<file path="src/rtl/rom_download_router.sv">
`default_nettype none
// ============================================================================
//  Module      : rom_download_router
//  Description : Bridge between the HPS ioctl download stream and the core's
//                dn_* ROM-load port. It filters, registers and bounds-checks
//                ROM bytes, counts accepted bytes, and sequences the core
//                reset as IDLE -> LOAD -> SETTLE -> RUN.
//  Optional    : define ROMLOAD_CHECKSUM_EN to build the running byte-sum
//                checksum. When it is undefined, o_checksum is tied to zero.
//  Ports       :
//    i_clk_sys          system clock, rising edge
//    i_reset            synchronous active-high reset
//    i_ioctl_download   HPS download in progress
//    i_ioctl_wr         one-cycle byte strobe from HPS
//    i_ioctl_addr[24:0] byte address of i_ioctl_dout
//    i_ioctl_dout[7:0]  download byte
//    o_dn_addr          registered ROM write address
//    o_dn_data          registered ROM write data
//    o_dn_wr            one-cycle ROM write strobe
//    o_game_reset       core reset, active-high
//    o_load_done        high while the core runs with a completed image
//    o_byte_count[16:0] accepted writes in the current/last download
//    o_overflow         sticky out-of-range write flag for this download
//    o_checksum[15:0]   running byte sum of accepted writes
//  Revision    : 1.0  initial release
// ============================================================================
module rom_download_router #(
    parameter int ADDR_W      = 16,
    parameter int ROM_SIZE    = 65536,
    parameter int HOLD_CYCLES = 16
) (
    input  logic              i_clk_sys,
    input  logic              i_reset,
    input  logic              i_ioctl_download,
    input  logic              i_ioctl_wr,
    input  logic [24:0]       i_ioctl_addr,
    input  logic [7:0]        i_ioctl_dout,
    output logic [ADDR_W-1:0] o_dn_addr,
    output logic [7:0]        o_dn_data,
    output logic              o_dn_wr,
    output logic              o_game_reset,
    output logic              o_load_done,
    output logic [16:0]       o_byte_count,
    output logic              o_overflow,
    output logic [15:0]       o_checksum
);

    localparam int              c_HOLD_W    = (HOLD_CYCLES > 1) ? $clog2(HOLD_CYCLES) : 1;
    localparam logic [c_HOLD_W-1:0] c_HOLD_INIT = c_HOLD_W'(HOLD_CYCLES - 1);
    // One bit wider than the ioctl address so ROM_SIZE itself is representable.
    localparam logic [25:0]     c_ROM_LIMIT = 26'(ROM_SIZE);

    typedef enum logic [1:0] {
        S_IDLE   = 2'd0,
        S_LOAD   = 2'd1,
        S_SETTLE = 2'd2,
        S_RUN    = 2'd3
    } state_t;

    state_t              r_state;
    logic [c_HOLD_W-1:0] r_hold;
    logic [ADDR_W-1:0]   r_dn_addr;
    logic [7:0]          r_dn_data;
    logic                r_dn_wr;
    logic                r_game_reset;
    logic                r_load_done;
    logic [16:0]         r_byte_count;
    logic                r_overflow;

    logic w_in_range;
    logic w_strobe;
    logic w_enter_load;

    assign w_in_range   = ({1'b0, i_ioctl_addr} < c_ROM_LIMIT);
    // A strobe in the cycle download falls is dropped: the FSM is leaving LOAD.
    assign w_strobe     = (r_state == S_LOAD) && i_ioctl_download && i_ioctl_wr;
    assign w_enter_load = (r_state != S_LOAD) && i_ioctl_download;

`ifdef ROMLOAD_CHECKSUM_EN
    logic [15:0] r_checksum;
    assign o_checksum = r_checksum;
`else
    assign o_checksum = 16'h0000;
`endif

    always_ff @(posedge i_clk_sys) begin
        if (i_reset) begin
            r_state      <= S_IDLE;
            r_hold       <= '0;
            r_dn_addr    <= '0;
            r_dn_data    <= '0;
            r_dn_wr      <= 1'b0;
            r_game_reset <= 1'b1;
            r_load_done  <= 1'b0;
            r_byte_count <= '0;
            r_overflow   <= 1'b0;
`ifdef ROMLOAD_CHECKSUM_EN
            r_checksum   <= '0;
`endif
        end else begin
            r_dn_wr <= 1'b0;

            case (r_state)
                S_IDLE: begin
                    if (i_ioctl_download) begin
                        r_state <= S_LOAD;
                    end
                end
                S_LOAD: begin
                    if (!i_ioctl_download) begin
                        r_state <= S_SETTLE;
                        r_hold  <= c_HOLD_INIT;
                    end else if (w_strobe) begin
                        if (w_in_range) begin
                            r_dn_addr <= i_ioctl_addr[ADDR_W-1:0];
                            r_dn_data <= i_ioctl_dout;
                            r_dn_wr   <= 1'b1;
                            if (r_byte_count != '1) begin
                                r_byte_count <= r_byte_count + 17'd1;
                            end
`ifdef ROMLOAD_CHECKSUM_EN
                            r_checksum <= r_checksum + {8'h00, i_ioctl_dout};
`endif
                        end else begin
                            r_overflow <= 1'b1;
                        end
                    end
                end
                S_SETTLE: begin
                    if (i_ioctl_download) begin
                        r_state <= S_LOAD;
                    end else if (r_hold == '0) begin
                        r_state      <= S_RUN;
                        r_game_reset <= 1'b0;
                        r_load_done  <= 1'b1;
                    end else begin
                        r_hold <= r_hold - 1'b1;
                    end
                end
                S_RUN: begin
                    if (i_ioctl_download) begin
                        r_state <= S_LOAD;
                    end
                end
                default: begin
                    r_state <= S_IDLE;
                end
            endcase

            // Every way into LOAD starts a fresh image: core held, stats cleared.
            if (w_enter_load) begin
                r_game_reset <= 1'b1;
                r_load_done  <= 1'b0;
                r_byte_count <= '0;
                r_overflow   <= 1'b0;
`ifdef ROMLOAD_CHECKSUM_EN
                r_checksum   <= '0;
`endif
            end
        end
    end

    assign o_dn_addr    = r_dn_addr;
    assign o_dn_data    = r_dn_data;
    assign o_dn_wr      = r_dn_wr;
    assign o_game_reset = r_game_reset;
    assign o_load_done  = r_load_done;
    assign o_byte_count = r_byte_count;
    assign o_overflow   = r_overflow;

endmodule
`default_nettype wire

</file>
<file path="config.mk">
export PLATFORM = sky130hd
export DESIGN_NAME = rom_download_router
export DESIGN_NICKNAME = d
export VERILOG_FILES = /design/src/rtl/rom_download_router.sv
export SDC_FILE = /design/constraint.sdc
export NUM_CORES = 1
export LEC_CHECK = 0
export CORE_UTILIZATION = 42
export CTS_CLUSTER_DIAMETER = 200
export DETAILED_ROUTE_END_ITERATION = 7
export PLACE_DENSITY = 0.82
export REMOVE_ABC_BUFFERS = 1
export SLEW_MARGIN = 30
export SYNTH_ARGS = -nofsm -noshare
export SYNTH_HDL_FRONTEND = slang
export SYNTH_SLANG_ARGS = --single-unit
</file>
<file path="constraint.sdc">
create_clock -name i_clk_sys -period 3.2 [get_ports i_clk_sys]
set_clock_uncertainty 0.2 [all_clocks]
set_input_delay 0.64 -clock i_clk_sys [delete_from_list [all_inputs] [get_ports i_clk_sys]]
set_output_delay 0.64 -clock i_clk_sys [all_outputs]
set_load 0.005 [all_outputs]
</file>
## Word level (Yosys, flattened, before mapping)

Cells that the tools add are included.

- Register bits: 51
- Input bits: 37
- Output and inout bits: 61
- Logic and storage cells: 51

- Add/subtract/negate cells: 2
- $lt $le $gt $ge: 1
- Equal/unequal tests: 10
- Mux-type cells: 10
- Bitwise gates (word level): 4
- Reduce and logical (&&, ||, !) cells: 15

Operator list:

| kind | number |
|---|---|
| $lt A25 B17 Y1 const B | 1 |
| $add A17 B1 Y17 const B | 1 |
| $ne A17 B17 Y1 const B | 1 |
| $mux W4 | 3 |
| $reduce_and A4 Y1 | 3 |
| $mux W2 | 4 |
| $pmux W4 S2 | 1 |
| $ne A2 B2 Y1 const B | 3 |
| $pmux W2 S3 | 1 |
| $reduce_and A3 Y1 | 2 |
| $reduce_and A5 Y1 | 1 |
| $eq A2 B2 Y1 const B | 2 |
| $logic_not A4 Y1 | 1 |
| $ne A2 B1 Y1 const B | 2 |
| $not A1 Y1 | 4 |
| $reduce_or A2 Y1 | 2 |
| $reduce_or A4 Y1 | 1 |
| $sub A4 B1 Y4 const B | 1 |
| $logic_and A1 B1 Y1 | 3 |
| $ne A3 B3 Y1 const B | 1 |
| $eq A2 B1 Y1 const B | 1 |
| $logic_not A2 Y1 | 1 |
| $reduce_bool A2 Y1 | 1 |
| $mux W1 | 1 |

## Depth between registers and ports, before layout

- Depth in word-level cells: 5
- Depth in mapped cells: 11

## Worst setup path before layout

Ideal clock, no wire load.

- Path type: register -> register
- Start point: reg r_byte_count[0], in the netlist o_byte_count[0]
- End point: reg r_byte_count[10], in the netlist o_byte_count[10]
- Setup time: 0.132 ns
- Arrival: 2.238 ns
- Data required time: 2.868 ns
- Slack: 0.629 ns
- Cell stages (with the launch flop): 12
- Buffers on the path: 3
- Period minus slack after synthesis: 2.571 ns
- Cell sequence: dfxtp_1 ha_1 nand3_1 clkbuf_1 nor3_1 ha_1 and4b_1 nand4_4 buf_2 buf_2 o31ai_1 a21oi_1

- Word-level cells in the longest chain between the ends: 2
- Elaborated cells on any way between the ends: 3

RTL lines:

| what | line | source |
|---|---|---|
| start, declared | 67 | `logic [16:0] r_byte_count;` |
| start signal, assigned | 119 | `r_byte_count <= r_byte_count + 17'd1;` |
| branches (longest 2 deep; another with $add A17 B1 Y17) | - |  |

Several ways; the timed one is not identified.
A chain may end at the register's enable or synchronous reset.

## Worst setup path in the final report

- Start point: reg r_byte_count[8], in the netlist o_byte_count[8]
- End point: reg r_byte_count[13], in the netlist o_byte_count[13]

The elaborated chain is that of the path after synthesis.

==> metrics.md <==
| Metric | Value |
|---|---|
| Outcome | completed |
| Clk network pwr share | 32.6% |
| Async set-reset flop share out of synthesis | 0% |
| Via/cell ratio | 5.12 |
| Reg clk slew, reported paths | 0.09 ns |
| H-tree levels | 2 |
| CP Max Fanout | 23 |
| F_max | 384 MHz |
| Later-pin clock latency in the skew report | 0.30 ns |
| Critical Path, Cell by Cell | and4_1 > nand3_1 > nor3_1 > ha_1 > and4b_1 > nand4_4 > or4_1 > a21oi_1 |
| Hold endpoint | o_game_reset |
| Sink Count | a little over 50 |
| Die W | ~77 microns |
| DP Wirelength | roughly 3.9 mm |
| Die Ht | 76.5 microns |
| Pre-antenna DRT Iters | 4 |
| Hold Violations, Final | 0 |
| DRT antenna net count | 0 |
| #FFs+latches synth | a little over 50 |
| Core Util, Final | 62.9% |
| Max Cap Viol | 0 |
| Vias in the first global route | 1986 |
| Reg-to-Reg End | o_byte_count[13] |
| Internal Power | 1.05 mW |
| First-pass GRT wire length | roughly 9 mm |
| Crit path depth | 8 |
| Slowest stage delay, CP | 0.59 ns |
| Final period util | 81.4% |
| Post-route setup TNS | 0 ns |
| # resized after CTS | 0 |
| Fillers | approximately 450 |
| Number of synthesized flops with an enable pin | 0 |
| Port-buffer cells | 81 |
| Setup violators final | 0 |
| Initial antenna violation count | 0 |
| Via count | 2101 |
| Final nets | 381 |
| Ports | 98 |
| Gate Count Post-Synth | between 200 and 300 |
| Most common cell after layout, fill and taps aside | clkdlybuf4s50_1 |
| Pwr dens | 427 nW/um^2 |
| Gr ovfl total | 0 |
| Minimum clock period | 2.61 ns |
| Slew Limit Fails | 0 |
| Setup CP Type | reg2reg |
| Core ar. | between 5000 and 6000 sq um |
| Std-Cell Rows | 26 |
| Worst-Margin Slew | 0.782 ns |
| Worst min-delay path class | reg2reg |
| Crit. End Element | register |
| Most frequent cells in the layout | clkdlybuf4s50_1, dfxtp_1, nor2_1 |
| Ant diodes | 0 |
| Min-Delay Path Depth | 1 |
| Register share of total power | about half |
| Slowest cell on crit path | or4_1 |
| Design area | roughly 3300 sq um |
| Register area share after synthesis | a little over two fifths |
| Startpoint types | register |
| WP data arrival | 2.63 ns |
| Peak VDD IR | about 0.25 mV |
| CTS tree | done |
| Critical path required time | between 3 and 4 ns |
| Reg-to-Reg Start | o_byte_count[8] |
| Synth top area share | 43.8% |
| Top cell type by total area after synthesis | dfxtp_1 |
| Pleak | ~1.4 nW |
| Ys flop type | dfxtp_1 |
| Routability cong. | around 0.79 |
| Reg2reg path depth | 8 |
| Setup bufs post-CTS | 0 |
| RSZ-0062 raised after global routing | no |
| DRC Markers | 0 |
| CTS Hold Bufs | 0 |
| Root Driver | clkbuf_8 |
| Power share of the combinational group | 18.6% |
| Total number of yosys warnings | 0 |
| Initial core utilization | 44.6% |
| CTS buffer count | 5 |
| Netlist cell types | 37 |
| Routed WL | about 5.2 mm |
| Largest net degree at the start of global routing | 32 |
| Tot Pwr | 1.41 mW |
| Cell family with most CP delay | simple AND/OR/NAND/NOR gates |
| CP Buf/Inv Count | 0 |
| Slew HR | 47.9% |
| Mapped cell area | 2330 sq um |
| Clk buf depth | 2 |
| R2R setup slack | 0.59 ns |
| Post-place instance area | 3180 sq um |
| Hold Crit Start | o_game_reset |
| Switching part of the total | 25.5% |
| Area growth, synth to finish | 41.2% |
| GRT Resource Usage Total | 18.8% |
| Synth area leaders | dfxtp_1, mux2i_1, nor2_1, buf_4, a21oi_1 |
| Share of cells above drive strength 1 | 6.76% |
| Post-synthesis average cell area | approximately 9.2 sq um |
| Die area | slightly below 6000 sq um |
| Switching power | 0.359 mW |
| Initial DRC Count | 87 |
| DR WL/cell | 12.7 microns |
[how the worst max path moves through the flow]
stage | endpoint | startpoint | slack (ns)
6_report | o_byte_count[13] | o_byte_count[8] | 0.59
5_1_grt | o_byte_count[13] | o_byte_count[8] | 0.37
4_1_cts | o_byte_count[11] | o_byte_count[8] | 0.60
3_3_place_gp | o_byte_count[13] | i_ioctl_addr[24] | 0.39
3_5_place_dp | o_byte_count[11] | i_ioctl_addr[24] | 0.33
2_1_floorplan | o_byte_count[13] | o_byte_count[0] | 0.61
[cells by family (layout without fill, tap and decap cells)]
kind of cell    count (synthesis)  count (layout)  synth area share [%]
simple gates                   95              95                  22.7
flops                          51              51                  43.8
compound gates                 44              44                  11.5
buf+inv                        33             103                  8.10
mux                            24              24                  10.3
fa+ha+maj                       5               5                  2.68
xor+xnor                        2               2                 0.751
other cells                     1              16                 0.161
[metrics by stage]
| step | instances | hold WS, ns | setup slack [ns] |
|---|---|---|---|
| floorplan | 244 | 0.247 | 0.608 |
| global placement | 402 | 0.235 | 0.387 |
| detailed placement | 402 | 0.248 | 0.328 |
| CTS | 410 | 0.269 | 0.601 |
| global route | 410 | 0.286 | 0.374 |
| finish | 410 | 0.263 | 0.594 |
[power by group through the flow]
stage	combinational [mW]	clock (mW)	sequential [mW]
floorplan	0.168	0	0.697
global placement	0.255	0	0.700
detailed placement	0.265	0	0.702
CTS	0.265	0.476	0.687
global route	0.297	0.495	0.693
finish	0.262	0.459	0.686
[state kept, by name (all words and copies together) (netlist names)]
signal / flops
o_overflow: 1
o_dn_data: 8
o_game_reset: 1
r_hold: 4
o_byte_count: 17
o_dn_addr: 16
o_load_done: 1
r_state: 2
o_dn_wr: 1
[metal layers]
| metal | vias to the layer above | routed length (microns) | global-route usage [%] |
|---|---|---|---|
| met1 | 967 | 2220 | 21.2 |
| met5 | - | 0 | 0 |
| met2 | 80 | 2380 | 30.6 |
| met4 | 0 | 98 | 7.88 |
| li1 | 1046 | - | - |
| met3 | 8 | 518 | 8.26 |
[worst register-to-register path: stages, from the launching register on]
cell and delay [ns]:
dfxtp_1 0.36, and4_1 0.24, nand3_1 0.13, nor3_1 0.07, ha_1 0.17, and4b_1 0.34, nand4_4 0.29, or4_1 0.59
a21oi_1 0.14
[synthesized netlist by cell type, types with 2 or more instances]
master	n
inv_1	7
nand3_1	9
or3b_2	2
nand2b_1	3
a211oi_1	3
clkbuf_1	6
o21ba_2	2
dfxtp_1	51
and4_1	2
or4_1	6
o31ai_1	7
ha_1	5
a21oi_1	19
buf_2	4
o31a_1	2
and3_1	4
nor2_1	33
o21ai_0	9
buf_4	16
nand2_1	12
nor3_1	2
or3_1	7
nor4_1	2
mux2i_1	24
nand4_1	6
[cell type report]
type	instances	area [sq um]	share of cell area, %
Clock inverter	2	35.0	1.06
Timing Repair Buffer	88	863	26.2
Inverter	7	26.3	0.797
Clock buffer	6	82.6	2.51
Tap cell	70	87.6	2.66
Sequential cell	51	1020	31.0
Multi-Input combinational cell	186	1180	35.8
(Power assumes the default switching activity.)
